## src/rtl/sincere_pkg.sv

```systemverilog
// Shared definitions for the fetch path.
// Holds the opcode constants, the field layout of the 46-bit program line
// {addr[3:0], mode[1:0], opcode[3:0], op_a[11:0], op_b[11:0], op_c[11:0]}
// and the fetch FSM state encoding.
package sincere_pkg;

  // Opcodes
  localparam logic [3:0] OP_NOP = 4'h0;
  localparam logic [3:0] OP_MOV = 4'h1;
  localparam logic [3:0] OP_JMP = 4'h2;
  localparam logic [3:0] OP_ADD = 4'h5;
  localparam logic [3:0] OP_SUB = 4'h6;
  localparam logic [3:0] OP_MUL = 4'h7;
  localparam logic [3:0] OP_NOT = 4'h8;

  // Line field offsets (LSB position) and widths
  localparam int LINE_BITS    = 46;
  localparam int F_ADDR_LSB   = 42;
  localparam int F_ADDR_W     = 4;
  localparam int F_MODE_LSB   = 40;
  localparam int F_MODE_W     = 2;
  localparam int F_OPCODE_LSB = 36;
  localparam int F_OPCODE_W   = 4;
  localparam int F_OP_A_LSB   = 24;
  localparam int F_OP_B_LSB   = 12;
  localparam int F_OP_C_LSB   = 0;
  localparam int F_OPND_W     = 12;

  // Fetch FSM states
  typedef enum logic [1:0] {
    ST_IDLE = 2'd0,
    ST_RUN  = 2'd1,
    ST_HALT = 2'd2
  } fetch_state_t;

endpackage

```

## src/rtl/fetch_unit.sv

```systemverilog
// Program-counter and instruction-fetch stage in front of prog_mem.
// Drives the program address, captures the combinational line into an
// instruction register, folds unconditional jumps locally and hands
// instructions to execute over a valid/ready handshake.
//
// Ports:
//   clk            - system clock, rising edge
//   rst            - asynchronous, active-low reset
//   start          - one-cycle pulse that leaves IDLE
//   mem_addr       - address to prog_mem (equals pc)
//   mem_line       - combinational line returned by prog_mem
//   out_valid      - out_instr holds an instruction
//   out_ready      - execute stage accepts out_instr
//   out_instr      - registered instruction (addr field included)
//   redirect_valid - execute-stage request to restart fetch
//   redirect_addr  - target of the redirect
//   halted         - high in HALT
//   addr_err       - sticky: line addr field disagreed with pc on a capture
//   fetch_count    - completed handshakes, saturating
module fetch_unit
  import sincere_pkg::*;
#(
  parameter int ADDR_W     = 4,
  parameter int LINE_W     = 46,
  parameter int PROG_DEPTH = 7,
  parameter int RESET_PC   = 0,
  parameter int CNT_W      = 16
) (
  input  logic              clk,
  input  logic              rst,
  input  logic              start,
  output logic [ADDR_W-1:0] mem_addr,
  input  logic [LINE_W-1:0] mem_line,
  output logic              out_valid,
  input  logic              out_ready,
  output logic [LINE_W-1:0] out_instr,
  input  logic              redirect_valid,
  input  logic [ADDR_W-1:0] redirect_addr,
  output logic              halted,
  output logic              addr_err,
  output logic [CNT_W-1:0]  fetch_count
);

  localparam logic [ADDR_W-1:0] PC_RESET  = ADDR_W'(RESET_PC);
  localparam logic [ADDR_W-1:0] PC_LIMIT  = ADDR_W'(PROG_DEPTH);
  localparam logic [CNT_W-1:0]  CNT_MAX   = '1;

  fetch_state_t      state;
  logic [ADDR_W-1:0] pc;

  logic              advance;
  logic [3:0]        line_opcode;
  logic [ADDR_W-1:0] line_addr;
  logic [ADDR_W-1:0] line_target;

  assign mem_addr    = pc;

  // No skid buffer: a new line may only be taken when the output register
  // is empty or is being drained this cycle.
  assign advance     = !out_valid || out_ready;

  assign line_opcode = mem_line[F_OPCODE_LSB +: F_OPCODE_W];
  assign line_addr   = mem_line[F_ADDR_LSB +: ADDR_W];
  assign line_target = mem_line[F_OP_A_LSB +: ADDR_W];

  always_ff @(posedge clk or negedge rst) begin
    if (!rst) begin
      state       <= ST_IDLE;
      pc          <= PC_RESET;
      out_valid   <= 1'b0;
      out_instr   <= '0;
      halted      <= 1'b0;
      addr_err    <= 1'b0;
      fetch_count <= '0;
    end else begin
      // Handshake counting is independent of the control path, so a
      // handshake in a redirect cycle is still counted.
      if (out_valid && out_ready && (fetch_count != CNT_MAX)) begin
        fetch_count <= fetch_count + 1'b1;
      end

      if (redirect_valid && (state != ST_IDLE)) begin
        // Flush whatever is held and restart from the target.
        pc        <= redirect_addr;
        out_valid <= 1'b0;
        state     <= ST_RUN;
        halted    <= 1'b0;
      end else begin
        case (state)
          ST_IDLE: begin
            if (start) begin
              state <= ST_RUN;
            end
          end

          ST_RUN: begin
            if (advance) begin
              if (pc >= PC_LIMIT) begin
                state     <= ST_HALT;
                out_valid <= 1'b0;
                halted    <= 1'b1;
              end else begin
                if (line_addr != pc) begin
                  addr_err <= 1'b1;
                end
                if (line_opcode == OP_JMP) begin
                  // Jump is consumed here and leaves a one-cycle bubble.
                  pc        <= line_target;
                  out_valid <= 1'b0;
                end else begin
                  out_instr <= mem_line;
                  out_valid <= 1'b1;
                  pc        <= pc + 1'b1;
                end
              end
            end
          end

          ST_HALT: begin
            out_valid <= 1'b0;
            halted    <= 1'b1;
          end

          default: begin
            state     <= ST_IDLE;
            out_valid <= 1'b0;
          end
        endcase
      end
    end
  end

endmodule

```

## config.mk

```make
export PLATFORM = sky130hd
export DESIGN_NAME = fetch_unit
export DESIGN_NICKNAME = d
export VERILOG_FILES = /design/src/rtl/sincere_pkg.sv /design/src/rtl/fetch_unit.sv
export SDC_FILE = /design/constraint.sdc
export NUM_CORES = 1
export LEC_CHECK = 0
export BUFFER_PORTS_ARGS = -buffer_cell sky130_fd_sc_hd__buf_2
export CAP_MARGIN = 20
export CORE_MARGIN = 4
export CORE_UTILIZATION = 45
export DETAILED_ROUTE_END_ITERATION = 7
export PLACE_DENSITY_LB_ADDON = 0.25
export RECOVER_POWER = 100
export REMOVE_ABC_BUFFERS = 1
export SYNTH_ARGS = -nofsm -noshare
export SYNTH_HDL_FRONTEND = slang
export SYNTH_SLANG_ARGS = --single-unit
```

## constraint.sdc

```tcl
create_clock -name clk -period 6.5 [get_ports clk]
set_input_delay 0.325 -clock clk [delete_from_list [all_inputs] [get_ports clk]]
set_output_delay 0.325 -clock clk [all_outputs]
set_load 0.05 [all_outputs]
```

# Word-level counts from Yosys, hierarchy flattened
# Cells that the tools add are included.
# Widths: inputs -> output; s select.
# classes
n_addsub,2
n_lt_le_gt_ge,1
n_eq_ne,11
n_mux,19
bitwise_logic,3
reduce_logical,16
# op_table
op,n
$mux 4,5
$add 16x1->16 const B,1
$ne 16x16->1 const B,1
$reduce_and 5->1,2
$ne 3x3->1 const B,3
$mux 2,4
$mux 1,7
$ne 2x2->1 const B,3
$pmux 2 s3,1
$reduce_and 3->1,2
$reduce_bool 2->1,3
$add 4x1->4 const B,1
$eq 4x2->1 const B,1
$ge 4x3->1 const B,1
$ne 4x4->1,1
$pmux 1 s2,2
$reduce_and 4->1,1
$logic_and 1x1->1,3
$not 1->1,3
$reduce_bool 3->1,1
$eq 2x1->1 const B,1
$eq 2x2->1 const B,1
$logic_not 2->1,1
$reduce_and 2->1,1
2 further kinds,2
# totals
regBits,71
inputBits,55
out_inout_bits,69
elab_cells,59

# Logic depth before layout (Yosys ltp)
# depth
depth_word,6
ltp_mapped,8

# Least setup slack after synthesis
# Ideal clock, no wire load.
# synth_path
path_kind,reg2reg
startpoint,register pc[0] (netlist: mem_addr[0])
endpoint,register out_instr[0]
setup_time_ns,0.125
arrival_time_ns,2.554
path_slack_ns,3.820
path_stages_with_launch,9
n_path_buf,3
synth_period_minus_slack_ns,2.680
path_cell_list,dfrtp_1 ha_1 a21oi_2 or4b_1 buf_2 or3_1 buf_6 buf_12 mux2_4
# synth_between
elab_chain_cells,3
# synth_lines
item,line_no,source
"start, declared",fetch_unit.sv:49,logic [ADDR_W-1:0] pc;
"start signal, assigned",fetch_unit.sv:84,pc <= redirect_addr;
"start signal, assigned",fetch_unit.sv:108,pc <= line_target;
"start signal, assigned",fetch_unit.sv:113,pc <= pc + 1'b1;
$ge 4x3->1,fetch_unit.sv:98,if (pc >= PC_LIMIT) begin
$not 1->1 (no line),n/a,
$reduce_and 5->1 (no line),n/a,
"end signal, assigned",fetch_unit.sv:111,out_instr <= mem_line;
"end, declared",fetch_unit.sv:36,"output logic [LINE_W-1:0] out_instr,"
# Every way passes these cells.
# A chain may end at the register's enable or synchronous reset.

# Worst setup path in the final report
# layout_path
startpoint,register pc[0] (netlist: mem_addr[0])
endpoint,register out_instr[3]
# The elaborated chain is that of the path after synthesis.

==> results.cfg <==
[die]
die_h_um = 93.2
die_w_um = 93.2
initial_utilization_pct = 47.3
core_area_um2 = 6910
ios = 124
dieArea_um2 = 8690
rows = 30

[synthesis]
synth_compound_area_share_pct = 4.09
synthXorXnorAreaFrac_pct = 4.82
synth_area_per_cell_um2 = 14.0
synth-seq-cells = 71
yosys.area_share.adder_pct = 0.765
synth_top_area_cell = dfrtp_1
synth_warnings = 0
synth-edff-count = 0
synthesis.area_um2 = 3270
synthTopCellsByArea = dfrtp_1 (54%), mux2_4 (18%), mux2_2 (3.8%), xor2_1 (3.8%), buf_12 (2.4%)
synth_top_family_by_area = multiplexers
post-synth-top-area-fraction_pct = 54.3
synthSimpleGateAreaFrac_pct = 10.1
yosysMostFrequentCell = dfrtp_1
synthMuxAreaShare_pct = 22.0
synth_cell_types = 44
synth.cells.most_frequent = dfrtp_1 (71), mux2_4 (39), xor2_1 (14)
ys.flop_type = dfrtp_1
async_flop_share_pct = 100
yosysSeqAreaShare_pct = 54.3
synthCells = 234

[routing]
vias = 2276
firstDrtPassIters = 5
detail_route.wl_per_cell_um = 15.0
drtIter0Drc = 94
ant_nets = 0
postRouteWirelength_um = 6940
route.detailed.drc = 0
vias_per_cell = 4.94

[global_routing]
antenna_found_initial = 0
met1_usage_pct = 22.5
grt_usage_pct = 16.7
grt_first_pass_wirelength_um = 11300
top_usage_layer = met2
use_met3_pct = 4.10
overflow = 0
grt_max_degree = 72
grt_pass1_vias = 2312
use_met2_pct = 25.4

[finish]
drive_above_1_share_pct = 24.1
antenna_cells = 0
nets = 417
area_growth_pct = 17.6
nFillCells = 687

[timing]
whs_ns = 0.196
hold_viol = 0
post-route-period-util_pct = 56.1
clock_skew_ns = 0.00995
worstMarginPinSlew_ns = 3.68
tns_ns = 0
setup_viol = 0
fmax_mhz = 274
max_slew_margin_pct = -145
slew_violations = 102
min_period_ns = 3.64
rsz0062_at_grt = false

[clock_tree]
cts.clk_slew.worst_paths_ns = 0.08
ctsResizeCount = 0
cts_hold_buf = 0
cts_tree = done
htreeDepth = 3
clk_latency_ns = 0.33
cts_buffers = 9
root_buffer = clkbuf_8
clockBufferDepth = 2
clock_sinks = 71
cts_setup_buffers = 0

[power]
p_per_area_nw_per_um2 = 570
leakage_nw = 1.74
ir_drop_mv = 0.323

[place]
gp_congestion = 0.877
place_hpwl_um = 5160
portBuffers = 123

[critical_path]
startpoint = mem_addr[0]
arrival_ns = 3.85
end_kind = flip-flop
critPathRequiredTime_ns = 6.71
cp-start-kind = flip-flop
cp_max_fo = 29
r2r-start = mem_addr[0]
critPathKind = flip-flop to flip-flop

[outcome]
status = complete, but fails checks
violations = max-capacitance violations, max-slew violations

[min_path]
hp-class = input port to flip-flop
min_from = mem_line[14]

[job]
cap_violations = 2
[worst paths after layout]
path                              endpoint  slack (ns)  depth (start not counted)
setup / recovery              out_instr[3]        2.86                          6
max in group asynchronous     out_instr[3]        3.08                          2
setup reg to reg              out_instr[3]        2.86                          6
hold / removal               out_instr[14]        0.20                          2
min in group asynchronous  fetch_count[14]        1.35                          2
hold reg to reg               out_instr[0]        0.49                          1
[placed cells by master, fill, tap and decap left out, types with 3 or more instances in the layout]
cell	Yosys	routed
dfrtp_1	71	71
clkbuf_1	3	71
buf_2	2	54
mux2_1	0	39
xor2_1	14	14
mux2_2	11	11
clkbuf_8	0	11
nor2_1	10	10
nand2_1	9	9
a21oi_1	6	7
nand3_1	6	6
nand4_1	6	6
nor3_1	6	6
a31oi_1	4	4
xnor2_1	4	4
nor4b_1	3	3
inv_1	3	3
and4_1	2	3
clkinvlp_4	0	3
[power breakdown]
group / internal (mW) / switching (mW)
combinational: 0.267 / 0.851
sequential: 0.624 / 0.129
clock: 0.158 / 0.162
[worst max-delay path: stages (launching register included)]
cell and delay [ns]:
dfrtp_1 0.45, ha_1 0.26, a21oi_1 0.20, or4b_1 0.63, or3_1 0.70, clkbuf_1 0.72, mux2_1 0.56
[flip-flops by register name, indices dropped and copies added (netlist names)]
signal,flops
out_instr,46
fetch_count,16
mem_addr,4
state,2
addr_err,1
halted,1
out_valid,1
[through the flow]
step / cells / utilization, % / total power [mW] / area [um^2] / setup slack, ns
floorplan: 224 / - / 1.78 / 3160 / 3.05
finish: 461 / 55.7 / 2.19 / 3850 / 2.86
global route: 461 / 55.7 / 2.32 / 3850 / 2.18
detailed placement: 445 / 56.6 / 2.06 / 3910 / 3.36
global placement: 445 / 56.6 / 2.05 / 3910 / 3.47
CTS: 461 / 59.3 / 2.40 / 4090 / 3.35
[metal layers]
metal	vias up	part of all wire [%]
li1	1090	-
met1	1083	45
met2	89	45
met3	14	7.4
met4	0	2.3
met5	-	0
[kinds of logic (layout without fill, tap and decap cells)]
group	count (synthesis)	after routing
xor+xnor	18	18
compound gates	20	20
flops	71	71
buf+inv	14	145
mux	51	51
simple gates	58	58
fa+ha+maj	2	2
[layout make-up]
| type | count | area (um^2) | area share [%] |
|---|---|---|---|
| Sequential cell | 71 | 1780 | 46.2 |
| Multi-Input combinational cell | 149 | 1210 | 31.6 |
| Timing Repair Buffer | 125 | 537 | 14.0 |
| Clock buffer | 11 | 151 | 3.94 |
| Tap cell | 96 | 120 | 3.12 |
| Clock inverter | 5 | 32.5 | 0.846 |
| Inverter | 4 | 15.0 | 0.390 |
Power figures use the tool's default switching activity.
